**config.mk**
```make
export PLATFORM = sky130hd
export DESIGN_NAME = oam_dma_engine
export DESIGN_NICKNAME = d
export VERILOG_FILES = /design/src/rtl/oam_dma_engine.sv
export SDC_FILE = /design/constraint.sdc
export NUM_CORES = 1
export LEC_CHECK = 0
export CAP_MARGIN = 20
export CORE_ASPECT_RATIO = 1.5
export CORE_MARGIN = 4
export CORE_UTILIZATION = 37
export DETAILED_ROUTE_END_ITERATION = 8
export GPL_TIMING_DRIVEN = 1
export PLACE_DENSITY = 0.75
export SLEW_MARGIN = 25
export SYNTH_ARGS = -nofsm -noshare
export SYNTH_HDL_FRONTEND = slang
export SYNTH_SLANG_ARGS = --single-unit
```
**constraint.sdc**
```tcl
create_clock -name clock -period 1.5 [get_ports clock]
set_input_delay 0.375 -clock clock [delete_from_list [all_inputs] [get_ports clock]]
set_output_delay 0.375 -clock clock [all_outputs]
set_load 0.02 [all_outputs]
```
**src/rtl/oam_dma_engine.sv**
```systemverilog
// Sprite DMA engine: on a $4014 write, copies one CPU page (COUNT bytes) from RAM into OAM,
// holding busy high to stall the CPU for 1 + odd + 2*COUNT CPU cycles.
//
// state  | meaning
// IDLE   | waiting for a start strobe
// ALIGN0 | dummy cycle after the $4014 write
// ALIGN1 | extra alignment cycle when started on an odd CPU cycle
// READ   | present {page_r,count} to RAM
// WRITE  | RAM data valid; write it to OAM[count]
module oam_dma_engine #(
  parameter int COUNT     = 256,
  parameter int ADDR_BITS = 16
) (
  input  logic                 clock,
  input  logic                 reset,
  input  logic                 ce,
  input  logic                 start,
  input  logic [7:0]           page,
  input  logic                 odd_cycle,
  output logic                 busy,
  output logic                 done,
  output logic                 mem_read,
  output logic [ADDR_BITS-1:0] mem_address,
  input  logic [7:0]           mem_read_data,
  output logic                 oam_wren,
  output logic [7:0]           oam_address,
  output logic [7:0]           oam_write_data
);

  localparam logic [7:0] LAST = 8'(COUNT - 1);

  typedef enum logic [2:0] {IDLE, ALIGN0, ALIGN1, READ, WRITE} state_t;

  state_t     state, state_nx;
  logic [7:0] count, count_nx;
  logic [7:0] page_r, page_nx;
  logic       odd_r, odd_nx;
  logic       done_nx;

  always_ff @(posedge clock) begin
    if (reset) begin
      state  <= IDLE;
      count  <= '0;
      page_r <= '0;
      odd_r  <= 1'b0;
      busy   <= 1'b0;
      done   <= 1'b0;
    end else begin
      state  <= state_nx;
      count  <= count_nx;
      page_r <= page_nx;
      odd_r  <= odd_nx;
      busy   <= (state_nx != IDLE);
      done   <= done_nx;
    end
  end

  always_comb begin
    state_nx       = state;
    count_nx       = count;
    page_nx        = page_r;
    odd_nx         = odd_r;
    done_nx        = 1'b0;
    mem_read       = 1'b0;
    mem_address    = '0;
    oam_wren       = 1'b0;
    oam_address    = '0;
    oam_write_data = '0;
    case (state)
      IDLE: begin
        if (ce && start) begin
          page_nx  = page;
          odd_nx   = odd_cycle;
          count_nx = '0;
          state_nx = ALIGN0;
        end
      end
      ALIGN0: begin
        if (ce) state_nx = odd_r ? ALIGN1 : READ;
      end
      ALIGN1: begin
        if (ce) state_nx = READ;
      end
      READ: begin
        mem_read    = 1'b1;
        mem_address = ADDR_BITS'({page_r, count});
        if (ce) state_nx = WRITE;
      end
      WRITE: begin
        // RAM data was registered on the READ->WRITE edge and holds while ce is low
        oam_wren       = ce;
        oam_address    = count;
        oam_write_data = mem_read_data;
        if (ce) begin
          if (count == LAST) begin
            state_nx = IDLE;
            done_nx  = 1'b1;
          end else begin
            count_nx = count + 8'd1;
            state_nx = READ;
          end
        end
      end
      default: state_nx = IDLE;
    endcase
  end

endmodule
```
==> Yosys cells after proc, flatten, opt, wreduce, memory -nomap -nowiden <==
Index checks and enable logic that the tools add are counted.
{ "op_classes": {"addsub": 1, "eq_ne": 8, "mux": 18, "bitwise": 2, "n_reduce_logical": 7} }
{ "ops": {"columns": ["cell", "count"], "rows": [
  ["two-way mux 8 bit", 5],
  ["two-way mux 16 bit", 1],
  ["case mux 8 bit (2 select lines)", 1],
  ["two-way mux 3 bit", 5],
  ["case mux 3 bit (5 select lines)", 1],
  ["adder 8 x 1 -> 8 bit, second input constant", 1],
  ["== test 8 bit, second input constant", 1],
  ["== test 3 x 2 -> 1 bit, second input constant", 2],
  ["!= test 2 bit, second input constant", 3],
  ["two-way mux 1 bit", 4],
  ["AND reduction 4 bit", 1],
  ["== test 3 x 1 -> 1 bit, second input constant", 1],
  ["== test 3 bit, second input constant", 1],
  ["zero test 3 bit", 1],
  ["nonzero test 3 bit", 1],
  ["OR reduction 3 bit", 1],
  ["two-way mux 2 bit", 1],
  ["inverter 1 bit", 2],
  ["AND reduction 2 bit", 1],
  ["nonzero test 2 bit", 1],
  ["logical AND 1 bit", 1]
]} }
{ "word_totals": {"reg_bits": 22, "in_bits": 21, "out_inout_bits": 36, "elab_cells": 42} }

==> Depth between registers and ports, before layout <==
{ "logic_depth": {"word_depth": 5, "ltp_mapped": 7, "ltp_nobuf": 5} }

==> Worst setup path after synthesis <==
No wires, ideal clock.
{ "synth_timing": {"kind": "reg-to-output", "from": "register state[1]", "to": "output port oam_address[5]", "arrival_ns": 1.304, "t_required_ns": 1.125, "setup_slack_ns": -0.179, "stages_incl_launch_ff": 6, "cell_sequence": "dfxtp_1 buf_6 nor2_4 clkbuf_1 clkbuf_1 and3_1"} }
{ "synth_between": {"elab_chain_cells": 2} }
{ "synth_lines": {"columns": ["element", "line_no", "rtl"], "rows": [
  ["start, declared", "34", "state_t state, state_nx;"],
  ["start signal, assigned", "49", "state <= state_nx;"],
  ["== test 3 bit", "69", "case (state)"],
  ["two-way mux 8 bit", "69", null],
  ["end, declared", "26", "output logic [7:0] oam_address,"]
]} }
Every way passes these cells.

==> Worst setup path in the final report <==
{ "layout_timing": {"from": "register state[1]", "to": "output port oam_write_data[0]"} }
{ "layout_between": {"elab_chain_cells": 2} }
{ "layout_lines": {"columns": ["element", "line_no", "rtl"], "rows": [
  ["== test 3 bit", "69", null],
  ["two-way mux 8 bit", "69", null],
  ["end, declared", "27", "output logic [7:0] oam_write_data"]
]} }
Every way passes these cells.

==> flow_summary.json <==
{
  "outcome": "finished, violations left",
  "violations": "setup timing",
  "synth_seq_cells": 22,
  "dp_slack_ps": -599.3,
  "worstPathArrival_ps": 1260,
  "mostFrequentLayoutCells": "buf_4 (41), buf_6 (22), clkdlybuf4s50_1 (18)",
  "place_congestion": 0.7431,
  "crit_chain": "buf_6, nor2_4, buf_6, and3_4, buf_6",
  "dp_hpwl_mm": 2.913,
  "syn_area_per_cell_sq_um": 8.741,
  "drtAntennaViolNets": 0,
  "grt_usage": 0.1777,
  "antennaDiodeCount": 0,
  "die_h_um": 80.42,
  "h-tree-depth": 1,
  "rrSetupSlack_ps": -70,
  "wl_met3_um": 382,
  "grt_start_max_net_pins": 21,
  "dr.pass1.iters": 4,
  "initial_core_util": 0.3824,
  "slew_violations": 0,
  "cts_buffer_depth": 2,
  "highest_layer": "met4",
  "crit_family": "buffers and inverters",
  "fin_ws_ps": -138.0,
  "cts_tree": "yes",
  "fin_worst_skew_ps": 4.065,
  "netlist_area_sq_um": 1294,
  "drive_gt1_frac": 0.5398,
  "worstPathMaxFanout": 8,
  "fin_nets": 250,
  "dieArea_sq_um": 4526,
  "cpMostUsedCell": "buf_6",
  "drt-initial-drc-count": 25,
  "routedWlPerCell_um": 15.65,
  "via_per_inst": 5.351,
  "synth.distinct_cells": 37,
  "stdcell_area_sq_um": 2237,
  "cts-root-buf": "clkbuf_8",
  "clock_latency_ps": 260,
  "port-buffer-count": 56,
  "cellLeakagePower_nw": 0.9484,
  "synthArstFlopShare": 0,
  "maxCapViolCount": 0,
  "vias": 1434,
  "cts_hold_buf": 0,
  "cp_slowest_cell": "dfxtp_2",
  "drcViolationCount": 0,
  "clkSinkCount": 22,
  "syn_to_final_growth_pct": 72.92,
  "row_count": 26,
  "hold_viol_final": 0,
  "drt-met1-wl_mm": 1.483,
  "numCtsBuffers": 3,
  "cp.required_ps": 1120,
  "max_stage_delay_ps": 340,
  "placed_area_sq_um": 2052,
  "core_region_area_sq_um": 3383,
  "synth_edf_count": 0,
  "cp-start-kind": "flip-flop",
  "slew_headroom": 0.8130,
  "end_kind": "output pin",
  "clock.fmax_mhz": 610.5,
  "hold_class": "flip-flop to flip-flop",
  "grt_pass1_wl_mm": 6.479,
  "syn_inst": 148,
  "p_per_area_nw_per_um2": 550.8,
  "finalSetupViolCount": 40,
  "yosys_warnings": 0,
  "syn_nets": 170,
  "met2WireLength_mm": 2.250,
  "worstMarginPinSlew_ps": 278.5,
  "synth_top_flop_cell": "dfxtp_1",
  "min_period_over_period": 1.092,
  "grt_remaining_overflow": 0,
  "routed_wl_mm": 4.195,
  "path_clk_slew_ps": 80,
  "irDropWorstVdd_uv": 778.6,
  "finalPower_mw": 1.232,
  "path_buf_inv": 3,
  "antenna_found_initial": 0,
  "seq_area_frac_synth": 0.3404,
  "worstSetupPathType": "flip-flop to output pin",
  "grt_pass1_vias": 1475,
  "rsz0062_at_grt": "true",
  "die_w_um": 56.28,
  "period_minus_slack_ps": 1638,
  "layout_commonest_cell": "buf_4",
  "io_pins": 57
}
==> where the power goes <==
group,switching (mW),internal [mW],leakage (nW)
clock,0.191,0.179,0.0216
sequential,0.0113,0.602,0.181
combinational,0.109,0.140,0.746
total,0.311,0.922,0.948
==> worst reg2reg max path: cells and delay by family, from the launching register on <==
family,cells,cell delay (ps)
AND/OR/NAND/NOR,3,670
adder cells (fa/ha/maj),1,170
flip-flops,1,370
buffers and inverters,1,160
AO/OA/AOI/OAI,1,140
==> what timing repair did <==
action,in CTS,in global routing
setup endpoints to repair,53,53
gates cloned,1,0
resized for setup,213,16
pin swaps,12,8
setup buffers,7,2
==> flip-flops by register name, summed over array words and instances (netlist names) <==
signal and count:
busy 1, page_r 8, count 8, odd_r 1, state 3, done 1
==> cells in the mapped netlist, types with 2 or more instances <==
master / instances / share of area
and2_1: 18 / 0.087
buf_6: 2 / 0.017
nand2_1: 4 / 0.012
and3_1: 12 / 0.058
dfxtp_1: 22 / 0.34
clkbuf_1: 5 / 0.015
or2_2: 2 / 0.0097
nor4_1: 2 / 0.0097
nand3_1: 4 / 0.015
o31ai_1: 5 / 0.029
o21ai_0: 6 / 0.023
nor2_1: 11 / 0.032
a21oi_1: 11 / 0.043
buf_2: 3 / 0.012
and3_2: 6 / 0.035
inv_1: 2 / 0.0058
or4_1: 5 / 0.029
mux2i_1: 9 / 0.070
==> stage by stage <==
step / TNS [ps] / hold slack [ps] / cells / util
floorplan: 0 / 451.4 / 148 / -
global placement: -18410 / 467.0 / 258 / 0.6065
detailed placement: -19510 / 476.5 / 258 / 0.6065
CTS: -4430 / 492.2 / 267 / 0.6442
global route: -6539 / 531.7 / 268 / 0.6612
finish: -4085 / 500.2 / 268 / 0.6612
==> final timing paths <==
path / startpoint / to / depth (start not counted)
worst max-delay path: state[1] / oam_write_data[0] / 5
worst min register to register: page_r[7] / page_r[7] / 2
worst max register to register: count[0] / count[4] / 6
worst min-delay path: page_r[7] / page_r[7] / 2
==> cells by family after synthesis <==
family / synth area share
multiplexers: 0.06964
adder cells (fa/ha/maj): 0.009670
AND/OR/NAND/NOR: 0.3617
flip-flops: 0.3404
AO/OA/AOI/OAI: 0.1489
buffers and inverters: 0.06963
==> cell type report <==
class	instances	area, sq um
fillers	293	1146
multi-input cells	111	879.6
repair buffers	88	807.0
flip-flops and latches	22	449.2
well taps	42	52.55
clock buffers	3	41.29
inverters	2	7.507
==> metal layers <==
layer	track usage	up-vias
li1	-	693
met1	0.1637	659
met2	0.3595	72
met3	0.04502	10
met4	0.07126	0
met5	0	-
Note: power is estimated with default switching activity, not from simulation.
